## src/rtl/picosoc_mem_ctrl_pkg.sv

```systemverilog
// Shared types for the PicoSoC SRAM front-end: FSM states, SRAM address width
// and the posted-write buffer entry.
package picosoc_mem_pkg;

  localparam int RAM_AW = 22;

  typedef enum logic [1:0] {
    ST_IDLE,
    ST_RD_WAIT,
    ST_WR_ACK
  } state_t;

  typedef struct packed {
    logic [RAM_AW-1:0] index;
    logic [3:0]        strb;
    logic [31:0]       data;
    logic              valid;
  } wbuf_entry_t;

endpackage

```

## src/rtl/picosoc_mem_ctrl_if.sv

```systemverilog
// PicoRV32 native memory bus between the CPU (master) and the SRAM front-end (slave).
interface picosoc_mem_ctrl_if;
  logic        mem_valid;
  logic [31:0] mem_addr;
  logic [31:0] mem_wdata;
  logic [3:0]  mem_wstrb;
  logic        mem_ready;
  logic [31:0] mem_rdata;

  modport master (
    output mem_valid, mem_addr, mem_wdata, mem_wstrb,
    input  mem_ready, mem_rdata
  );

  modport slave (
    input  mem_valid, mem_addr, mem_wdata, mem_wstrb,
    output mem_ready, mem_rdata
  );
endinterface

```

## src/rtl/picosoc_mem_ctrl_wbuf.sv

```systemverilog
// One-entry posted-write buffer: drains whenever the SRAM port is free of reads
// and merges buffered bytes into read data when the read hits the buffered word.
module picosoc_mem_wbuf
  import picosoc_mem_pkg::*;
(
  input  logic              clk,
  input  logic              reset,
  input  logic              wr_accept,
  input  logic              rd_issue,
  input  logic [RAM_AW-1:0] req_index,
  input  logic [3:0]        req_strb,
  input  logic [31:0]       req_data,
  input  logic [31:0]       ram_rdata,
  output logic [3:0]        drain_wen,
  output logic [RAM_AW-1:0] drain_addr,
  output logic [31:0]       drain_wdata,
  output logic [31:0]       rdata_fwd
);

  wbuf_entry_t entry_reg, entry_next;
  logic [3:0]  fwd_strb_reg;
  logic [31:0] fwd_data_reg;
  logic        drain;

  // A read owns the SRAM port in its issue cycle; every other cycle may drain.
  assign drain = entry_reg.valid && !rd_issue;

  always_comb begin
    entry_next = entry_reg;
    if (wr_accept) begin
      entry_next = '{index: req_index, strb: req_strb, data: req_data, valid: 1'b1};
    end else if (drain) begin
      entry_next.valid = 1'b0;
    end
  end

  always_comb begin
    drain_wen   = 4'b0;
    drain_addr  = '0;
    drain_wdata = 32'h0;
    if (drain) begin
      drain_wen   = entry_reg.strb;
      drain_addr  = entry_reg.index;
      drain_wdata = entry_reg.data;
    end
  end

  always_ff @(posedge clk) begin
    if (reset) begin
      entry_reg    <= '0;
      fwd_strb_reg <= 4'b0;
      fwd_data_reg <= 32'h0;
    end else begin
      entry_reg <= entry_next;
      // Forwarding decision is frozen at issue, against the entry as it was then.
      if (rd_issue) begin
        fwd_strb_reg <= (entry_reg.valid && entry_reg.index == req_index) ? entry_reg.strb : 4'b0;
        fwd_data_reg <= entry_reg.data;
      end
    end
  end

  genvar gi;
  generate
    for (gi = 0; gi < 4; gi++) begin : g_merge
      assign rdata_fwd[gi*8 +: 8] = fwd_strb_reg[gi] ? fwd_data_reg[gi*8 +: 8] : ram_rdata[gi*8 +: 8];
    end
  endgenerate

endmodule

```

## src/rtl/picosoc_mem_ctrl.sv

```systemverilog
// SRAM front-end for PicoSoC: window decode and single-cycle SRAM sequencing.
// Define PICOSOC_MEM_CTRL_POSTED_WR_EN to enable the posted-write buffer with forwarding.
module picosoc_mem_ctrl
  import picosoc_mem_pkg::*;
#(
  parameter int          WORDS     = 256,
  parameter logic [31:0] BASE_ADDR = 32'h0000_0000
) (
  input  logic              clk,
  input  logic              reset,
  picosoc_mem_ctrl_if.slave bus,
  output logic [3:0]        ram_wen,
  output logic [RAM_AW-1:0] ram_addr,
  output logic [31:0]       ram_wdata,
  input  logic [31:0]       ram_rdata
);

  localparam logic [32:0] WIN_BYTES = 33'(WORDS) << 2;

  state_t            state_reg, state_next;
  logic [31:0]       offset;
  logic              hit, rd_hit, wr_hit;
  logic [RAM_AW-1:0] req_index;
  logic              mem_ready;
  logic [31:0]       mem_rdata;
  logic [31:0]       rdata_src;

  assign offset    = bus.mem_addr - BASE_ADDR;
  assign hit       = bus.mem_valid && (bus.mem_addr >= BASE_ADDR) && ({1'b0, offset} < WIN_BYTES);
  assign req_index = offset[RAM_AW+1:2];
  assign rd_hit    = hit && (bus.mem_wstrb == 4'b0);
  assign wr_hit    = hit && (bus.mem_wstrb != 4'b0);

`ifdef PICOSOC_MEM_CTRL_POSTED_WR_EN
  logic [3:0]        drain_wen;
  logic [RAM_AW-1:0] drain_addr;
  logic [31:0]       drain_wdata;

  picosoc_mem_wbuf u_wbuf (
    .clk         (clk),
    .reset       (reset),
    .wr_accept   (state_reg == ST_IDLE && wr_hit),
    .rd_issue    (state_reg == ST_IDLE && rd_hit),
    .req_index   (req_index),
    .req_strb    (bus.mem_wstrb),
    .req_data    (bus.mem_wdata),
    .ram_rdata   (ram_rdata),
    .drain_wen   (drain_wen),
    .drain_addr  (drain_addr),
    .drain_wdata (drain_wdata),
    .rdata_fwd   (rdata_src)
  );
`else
  assign rdata_src = ram_rdata;
`endif

  always_ff @(posedge clk) begin
    if (reset) state_reg <= ST_IDLE;
    else       state_reg <= state_next;
  end

  always_comb begin
    state_next = state_reg;
    mem_ready  = 1'b0;
    mem_rdata  = 32'h0;
    ram_wen    = 4'b0;
    ram_addr   = '0;
    ram_wdata  = 32'h0;
`ifdef PICOSOC_MEM_CTRL_POSTED_WR_EN
    ram_wen    = drain_wen;
    ram_addr   = drain_addr;
    ram_wdata  = drain_wdata;
`endif
    case (state_reg)
      ST_IDLE: begin
        if (rd_hit) begin
          state_next = ST_RD_WAIT;
          ram_wen    = 4'b0;
          ram_addr   = req_index;
          ram_wdata  = 32'h0;
        end else if (wr_hit) begin
`ifdef PICOSOC_MEM_CTRL_POSTED_WR_EN
          mem_ready  = 1'b1;
`else
          state_next = ST_WR_ACK;
          ram_wen    = bus.mem_wstrb;
          ram_addr   = req_index;
          ram_wdata  = bus.mem_wdata;
`endif
        end
      end
      ST_RD_WAIT: begin
        state_next = ST_IDLE;
        mem_ready  = 1'b1;
        mem_rdata  = rdata_src;
      end
      ST_WR_ACK: begin
        state_next = ST_IDLE;
        mem_ready  = 1'b1;
      end
      default: state_next = ST_IDLE;
    endcase
    // Reset kills any acknowledge or SRAM access in the same cycle.
    if (reset) begin
      mem_ready = 1'b0;
      mem_rdata = 32'h0;
      ram_wen   = 4'b0;
      ram_addr  = '0;
      ram_wdata = 32'h0;
    end
  end

  assign bus.mem_ready = mem_ready;
  assign bus.mem_rdata = mem_rdata;

endmodule

```

## src/flat_wrapper.sv

```systemverilog
// flat-port wrapper written by rule: the top's interface ports become plain ports
module picosoc_mem_ctrl_flat import picosoc_mem_pkg::*;
#(
  parameter int          WORDS     = 256,
  parameter logic [31:0] BASE_ADDR = 32'h0000_0000
)
  (clk, reset, ram_wen, ram_addr, ram_wdata, ram_rdata, bus_mem_valid, bus_mem_addr, bus_mem_wdata, bus_mem_wstrb, bus_mem_ready, bus_mem_rdata);
  picosoc_mem_ctrl_if bus_i ();
  input  logic clk;
  input  logic reset;
  output logic [3:0] ram_wen;
  output logic [RAM_AW-1:0] ram_addr;
  output logic [31:0] ram_wdata;
  input  logic [31:0] ram_rdata;
  input wire logic [$bits(bus_i.mem_valid)-1:0] bus_mem_valid;
  input wire logic [$bits(bus_i.mem_addr)-1:0] bus_mem_addr;
  input wire logic [$bits(bus_i.mem_wdata)-1:0] bus_mem_wdata;
  input wire logic [$bits(bus_i.mem_wstrb)-1:0] bus_mem_wstrb;
  output wire logic [$bits(bus_i.mem_ready)-1:0] bus_mem_ready;
  output wire logic [$bits(bus_i.mem_rdata)-1:0] bus_mem_rdata;
  assign bus_i.mem_valid = bus_mem_valid;
  assign bus_i.mem_addr = bus_mem_addr;
  assign bus_i.mem_wdata = bus_mem_wdata;
  assign bus_i.mem_wstrb = bus_mem_wstrb;
  assign bus_mem_ready = bus_i.mem_ready;
  assign bus_mem_rdata = bus_i.mem_rdata;
  picosoc_mem_ctrl #(.WORDS(WORDS), .BASE_ADDR(BASE_ADDR)) u_core (.clk(clk), .reset(reset), .bus(bus_i), .ram_wen(ram_wen), .ram_addr(ram_addr), .ram_wdata(ram_wdata), .ram_rdata(ram_rdata));
endmodule
```

## config.mk

```make
export PLATFORM = sky130hd
export DESIGN_NAME = picosoc_mem_ctrl_flat
export DESIGN_NICKNAME = d
export VERILOG_FILES = /design/src/rtl/picosoc_mem_ctrl_pkg.sv /design/src/rtl/picosoc_mem_ctrl_if.sv /design/src/rtl/picosoc_mem_ctrl_wbuf.sv /design/src/rtl/picosoc_mem_ctrl.sv /design/src/flat_wrapper.sv
export SDC_FILE = /design/constraint.sdc
export NUM_CORES = 1
export LEC_CHECK = 0
export BUFFER_PORTS_ARGS = -buffer_cell sky130_fd_sc_hd__buf_2
export CAP_MARGIN = 15
export CORE_AREA = 2 2 76 78
export CTS_CLUSTER_DIAMETER = 150
export DETAILED_ROUTE_END_ITERATION = 7
export DIE_AREA = 0 0 78 80
export PLACE_DENSITY = 0.6
export SYNTH_ARGS = -nofsm -noshare
export SYNTH_HDL_FRONTEND = slang
export SYNTH_SLANG_ARGS = --single-unit
```

## constraint.sdc

```tcl
create_clock -name clk -period 4.4 [get_ports clk]
set_clock_uncertainty 0.2 [all_clocks]
set_input_delay 0.88 -clock clk [delete_from_list [all_inputs] [get_ports clk]]
set_output_delay 0.88 -clock clk [all_outputs]
set_load 0.02 [all_outputs]
```

After elaboration in Yosys (flattened, before gate mapping)
Index checks and enable logic that the tools add are counted.
{ "totals": {"wordCells": 36, "output_inout_bits": 91, "reg_bits": 2, "input_bits": 103} }
{ "classes": {"magnitude_cmp": 2, "eq_ne": 2, "mux": 18, "bitwise": 1, "n_reduce_logical": 11} }
{ "ops": {"columns": ["op", "n"], "rows": [
  ["$mux W32", 6],
  ["$mux W22", 4],
  ["$ge A32 B1 Y1 const B", 1],
  ["$lt A32 B11 Y1 const B", 1],
  ["$mux W4", 4],
  ["$logic_and A1 B1 Y1", 4],
  ["$logic_not A4 Y1", 1],
  ["$mux W1", 4],
  ["$reduce_bool A4 Y1", 1],
  ["$reduce_or A2 Y1", 2],
  ["$reduce_or A3 Y1", 1],
  ["$eq A2 B1 Y1 const B", 1],
  ["$eq A2 B2 Y1 const B", 1],
  ["$logic_not A2 Y1", 1],
  ["$reduce_bool A2 Y1", 1],
  ["$not A1 Y1", 1]
]} }

Depth between registers and ports, before layout
Gate-level depths: netlist of run 1.
{ "logic_depth": {"depth_word": 8, "mapped_depth": 6, "depth_no_buf": 5} }

Least setup slack after synthesis of run 1
No wires, ideal clock.
{ "synth_path": {"kind": "input to output", "startpoint": "input port bus_mem_addr[15]", "endpoint": "output port ram_wdata[10]", "path_buffers": 1, "path_slack_ns": 1.172, "arrival_ns": 2.148, "required_ns": 3.320, "stages": 5, "path_cell_list": "nor4_2 nand4_1 nor4_4 buf_6 and2_1"} }
{ "synth_via": {"elab_chain_len": 8, "elab_cells_between_ends": 10, "cone_classes": "2 x order compare; 4 x mux; 4 x reduce/logical"} }
{ "synth_lines": {"columns": ["item", "line", "source"], "rows": [
  ["start, declared", "flat_wrapper.sv:16", "input wire logic [$bits(bus_i.mem_addr)-1:0] bus_mem_addr;"],
  ["$ge A32 B1 Y1", "picosoc_mem_ctrl.sv:29", "assign hit = bus.mem_valid && (bus.mem_addr >= BASE_ADDR) && ({1'b0, offset} < WIN_BYTES);"],
  ["$logic_and A1 B1 Y1", "picosoc_mem_ctrl.sv:29", null],
  ["$logic_and A1 B1 Y1 (*)", "picosoc_mem_ctrl.sv:29", null],
  ["$logic_and A1 B1 Y1", "picosoc_mem_ctrl.sv:32", "assign wr_hit = hit && (bus.mem_wstrb != 4'b0);"],
  ["$mux W32", "picosoc_mem_ctrl.sv:81", "end else if (wr_hit) begin"],
  ["$mux W32 (*)", "picosoc_mem_ctrl.sv:76", "if (rd_hit) begin"],
  ["$mux W32 (*)", "picosoc_mem_ctrl.sv:74", "case (state_reg)"],
  ["$mux W32 (*)", "picosoc_mem_ctrl.sv:104", "if (reset) begin"],
  ["end, declared", "flat_wrapper.sv:13", "output logic [31:0] ram_wdata;"]
]} }
Mark *: on every way between the ends. The rest lies on a longest branch, timed or not.

Worst setup path after layout of run 1
{ "layout_path": {"startpoint": "input port bus_mem_addr[15]", "endpoint": "output port ram_wdata[23]"} }
Same word-level chain as after synthesis.

==> results of run 1 <==
==> kinds of logic after synthesis <==
| group | synth area share (%) |
|---|---|
| AOI/OAI and AO/OA | 1.73 |
| and+or+nand+nor | 71.6 |
| adders and majority gates | 2.88 |
| buffers and inverters | 18.7 |
| other | 0.432 |
| DFF | 4.61 |
==> final cells by class <==
| class | count | area share [%] |
|---|---|---|
| tap | 72 | 5.00 |
| inverter | 2 | 0.417 |
| clock buffer | 3 | 2.29 |
| multi-input combinational | 113 | 39.7 |
| sequential | 2 | 2.22 |
| timing repair buffer | 180 | 50.4 |
==> report_power, final <==
group	total, W	internal (W)	switching (W)
Combinational	0.0000553	0.0000323	0.0000230
Clock	0.0000712	0.0000578	0.0000135
Sequential	0.0000183	0.0000183	0.00000000000207
==> metrics by stage <==
step	total power, W	area (µm²)	utilization, %
3_3_place_gp	0.0000732	1760	32.6
2_1_floorplan	0.0000419	917	-
3_5_place_dp	0.0000740	1760	32.6
5_1_grt	0.000158	1800	33.3
4_1_cts	0.000148	1800	33.3
6_report	0.000145	1800	33.3
==> cells in the final DEF (no fill, tap or decap), types with 2 or more instances in the layout <==
cell type	count
ha_1	2
conb_1	14
dfxtp_1	2
nor4_1	3
and2_1	77
nor4_2	2
nor3_1	2
clkbuf_8	3
nor2b_1	2
buf_2	177
a21oi_1	2
buf_4	3
inv_1	2
==> per-layer routing <==
metal  wire length (µm)  up-vias  share of wire (%)
met1               1620      571                 43
met4                  0        0                  0
li1                   -      714                  -
met2               1930       60                 51
met3                254        0                6.7
met5                  0        -                  0
==> worst max-delay path: stages <==
cell     delay, ns
buf_2         0.10
nor4_2        0.30
nand4_1       0.25
nor4_4        0.29
buf_4         0.28
and2_1        0.17
buf_2         0.16
==> worst min path at each step <==
stage                                          start                                to  slack [ns]  cells past startpoint
floorplan           u_core.state_reg[0]$_SDFFE_PP0P_  u_core.state_reg[0]$_SDFFE_PP0P_        0.27                      2
global placement    u_core.state_reg[0]$_SDFFE_PP0P_  u_core.state_reg[0]$_SDFFE_PP0P_        0.30                      2
detailed placement  u_core.state_reg[0]$_SDFFE_PP0P_  u_core.state_reg[0]$_SDFFE_PP0P_        0.30                      2
CTS                 u_core.state_reg[0]$_SDFFE_PP0P_  u_core.state_reg[0]$_SDFFE_PP0P_        0.30                      2
global route        u_core.state_reg[0]$_SDFFE_PP0P_  u_core.state_reg[0]$_SDFFE_PP0P_        0.35                      2
finish              u_core.state_reg[0]$_SDFFE_PP0P_  u_core.state_reg[0]$_SDFFE_PP0P_        0.30                      2
==> flow_summary.toml, run 1 <==
[setup_path]
reg2regPathDepth = 4
endpoint = "ram_wdata[23]"
start_kind = "input pin"
r2r-start = "u_core.state_reg[0]$_SDFFE_PP0P_"
r2r_slack_ns = 3.23
critical_path.max_fanout = 32
r2r-end = "u_core.state_reg[1]$_SDFFE_PP0P_"
startpoint = "bus_mem_addr[15]"
critPathArrivalTime_ns = 2.44
path_class = "in -> out"
cp-end-kind = "output port"
cp.required_ns = 3.32

[timing]
drv_slew = 0
fin_crit_ns = 3.52
timing.final.hold_violations = 0
setup_slack_ns = 0.883
rsz0062_at_grt = "false"
worstMarginPinSlew_ns = 0.613
setup_viol = 0
slew-limit-headroom_pct = 58.8
post-route-period-util_pct = 79.9
hold-worst-slack_ns = 0.301
max_freq_ghz = 0.284
fin_tns_setup_ns = 0

[global_route]
gr-usage-met1_pct = 13.0
grt_max_degree = 33
use_met2_pct = 18.4
grt_pass1_vias = 1126
met3_usage_pct = 2.71
grt_pass1_wl_mm = 5.23
track_usage_pct = 10.4
antenna_found_initial = 0
busiest_layer = "met2"
grt_overflow = 0

[drt]
wl_per_cell_um = 10.2
initialDrtViolationCount = 19
drt-total-wl_mm = 3.81
first_pass_iters = 3
drc_errors = 0
viasPerCell = 3.62
vias = 1345
ant_nets = 0

[yosys]
synth_top_area_share_pct = 55.5
ys.flop_type = "dfxtp_1"
synth-warning-count = 0
synth_area_leaders = "and2_1 55%, buf_4 12%, dfxtp_1 4.6%"
synthCells = 125
syn_area_um2 = 868
async_reset_ff_share_pct = 0
ys_seq_area_share_pct = 4.61
synth_area_leader_cell = "and2_1"
ys_seq_elements = 2
avgSynthCellArea_um2 = 6.95
synth_edf_count = 0
synth.top_cells.by_count = "77 x and2_1, 14 x buf_4, 3 x buf_6, 3 x clkbuf_1, 3 x nor4_1"
synth_most_common_cell = "and2_1"
ys_types = 23

[floorplanning]
num_rows = 27
die-area_um2 = 6240
die_x_um = 78
core_area_um2 = 5410
die_h_um = 80
ios = 194
initial_core_util_pct = 16.1

[clocking]
clkTransAtPathRegs_ns = 0.03
clockBufferDepth = 2
numCtsBuffers = 3
cts.hold.buffers_added = 0
clock_latency_ns = 0.21
root_buffer = "clkbuf_8"
clock_sinks = 2
htreeDepth = 1
post_cts_resized = 0
post-cts-setup-buffer-count = 0
cts_tree = "done"

[placed_design]
hpwl_mm = 3.43
pre_cts_ws_ns = 0.824
portBuffers = 177
routabilityCongestion = 0.708
dp_cells = 369

[finish]
multi_input_area_um2 = 714
layout.cells.non_filler = 372
drive_above_1_share_pct = 62.3
largest_reg_flops = 2
regArea_um2 = 40.0
fillers = 596
final_net_count = 407
antenna_cells = 0
synthToLayoutAreaGrowth_pct = 107

[job]
maxCapViolations = 0

[power]
power_density_nw_per_um2 = 80.4
ir_drop_v = 0.0000509
p_leak_nw = 1.19

[hold_path]
hold_class = "reg -> reg"

[status]
status = "finished clean"
Power figures use the tool's default switching activity.
==> run 2, diff against run 1 <==
--- a/config.mk
+++ b/config.mk
@@ -11,7 +11,7 @@
 export CTS_CLUSTER_DIAMETER = 150
 export DETAILED_ROUTE_END_ITERATION = 7
 export DIE_AREA = 0 0 78 80
-export PLACE_DENSITY = 0.6
+export PLACE_DENSITY = 0.63
 export SYNTH_ARGS = -nofsm -noshare
 export SYNTH_HDL_FRONTEND = slang
 export SYNTH_SLANG_ARGS = --single-unit
==> constraint.sdc (replaced) <==
create_clock -name clk -period 2.9 [get_ports clk]
set_clock_uncertainty 0.2 [all_clocks]
set_input_delay 0.58 -clock clk [delete_from_list [all_inputs] [get_ports clk]]
set_output_delay 0.58 -clock clk [all_outputs]
set_load 0.02 [all_outputs]
==> run 2 against run 1 <==
  * Die area unchanged
  * Utilization up 7.2 points
  * Critical path depth up 1
  * Sequential cell count unchanged
  * Critical endpoint is now ram_wdata[11]
==> flow_summary.toml, run 2 (synthesized netlist as in run 1, its figures left out) <==
[floorplanning]
ios = 194
num_rows = 27
core_area_um2 = 5410
die-area_um2 = 6240
initial_core_util_pct = 16.1
die_h_um = 80
die_x_um = 78

[clocking]
clock_sinks = 2
root_buffer = "clkbuf_8"
cts_tree = "done"
numCtsBuffers = 3
clock_latency_ns = 0.21
cts.hold.buffers_added = 0
htreeDepth = 1
clockBufferDepth = 2
clkTransAtPathRegs_ns = 0.03

[timing]
setup_viol = 0
fin_tns_setup_ns = 0
fin_crit_ns = 2.88
post-route-period-util_pct = 99.2
max_freq_ghz = 0.348
hold-worst-slack_ns = 0.312
setup_slack_ns = 0.0229
rsz0062_at_grt = "true"
drv_slew = 0
timing.final.hold_violations = 0

[finish]
final_common_cell = "buf_2"
final_util_pct = 40.5
final_net_count = 414
synthToLayoutAreaGrowth_pct = 152
layout_common_cells = "138 x buf_2, 62 x and2_1, 33 x buf_6, 15 x and2_4, 14 x conb_1"
drive_above_1_share_pct = 68.4
antenna_cells = 0
largest_reg_flops = 2

[placed_design]
routabilityCongestion = 0.704
pre_cts_ws_ns = -0.0188
hpwl_mm = 3.29
portBuffers = 177

[setup_path]
slowest_stage = "nor4_4"
slowest_delay_ns = 0.31
critical_path.top_delay_family = "simple AND/OR/NAND/NOR gates"
critical_path.max_fanout = 16
r2r_slack_ns = 1.67
cp.required_ns = 2.12
path_class = "in -> out"
cp_cell_sequence = "buf_2 > nor4b_4 > nand4_1 > nor4_4 > buf_6 > clkbuf_16 > and2_1 > buf_6"
start_kind = "input pin"
critPathArrivalTime_ns = 2.10
cp_common_cell = "buf_6"
cp-end-kind = "output port"
path_buf_inv = 4

[power]
power_density_nw_per_um2 = 104
p_leak_nw = 1.30
ir_drop_v = 0.000135

[drt]
drc_errors = 0
initialDrtViolationCount = 26
viasPerCell = 3.75
wl_per_cell_um = 11.1
first_pass_iters = 4
drt-total-wl_mm = 4.22
ant_nets = 0
vias = 1422

[global_route]
track_usage_pct = 10.1
grt_pass1_vias = 1196
antenna_found_initial = 0
grt_pass1_wl_mm = 5.15
grt_overflow = 0
grt_max_degree = 33

[hold_path]
hold_class = "reg -> reg"

[status]
status = "finished clean"

[job]
maxCapViolations = 0
-- run 2: cell types whose count changed in the layout (fill, tap and decap cells not counted), sizes merged --
cell,before,now
buf,180,185
clkbuf,3,5
-- run 2: metal layers --
| metal | up-vias | track usage [%] | routed length (µm) |
|---|---|---|---|
| met3 | 0 | 2.26 | 255 |
| met5 | - | 0 | 0 |
| met4 | 0 | 1.05 | 0 |
| met2 | 65 | 20.1 | 2420 |
| met1 | 626 | 11.1 | 1550 |
| li1 | 731 | - | - |
-- run 2: path summary, 6_finish.rpt --
path / startpoint / end / depth (start not counted)
setup / recovery: bus_mem_addr[30] / ram_wdata[11] / 8
hold / removal: u_core.state_reg[0]$_SDFFE_PP0P_ / u_core.state_reg[0]$_SDFFE_PP0P_ / 2
setup reg to reg: u_core.state_reg[0]$_SDFFE_PP0P_ / u_core.state_reg[1]$_SDFFE_PP0P_ / 4
hold reg to reg: u_core.state_reg[0]$_SDFFE_PP0P_ / u_core.state_reg[0]$_SDFFE_PP0P_ / 2
-- run 2: final cells by class --
cell class,count,area [µm²]
Sequential cell,2,40.0
Tap cell,72,90.1
Fill cell,549,3220
Timing Repair Buffer,187,1230
Multi-Input combinational cell,113,781
Clock buffer,3,41.3
Inverter,2,7.51
-- run 2: where the power goes --
group | internal (W) | switching (W)
clock network | 0.0000875 | 0.0000194
registers | 0.0000278 | 0.00000000000242
logic | 0.0000523 | 0.0000397
total | 0.000168 | 0.0000591
-- run 2: what timing repair did --
item,in CTS,in global routing
cloned,0,3
setup buffers,0,2
resized for setup,2,89
pin swaps,0,9
endpoints found under the setup margin,12,44
-- run 2: through the flow --
stage | instance area (µm²) | power, W | std cells
6_report | 2190 | 0.000227 | 379
4_1_cts | 1850 | 0.000228 | 374
3_3_place_gp | 1790 | 0.000111 | 371
5_1_grt | 2190 | 0.000247 | 379
2_1_floorplan | 917 | 0.0000636 | 138
3_5_place_dp | 1790 | 0.000113 | 371
-- run 2: worst register-to-register path, stage by stage (launching register included) --
cell and delay [ns]:
dfxtp_1 0.34, inv_1 0.05, ha_1 0.18, nand2b_1 0.23
nor3b_1 0.09
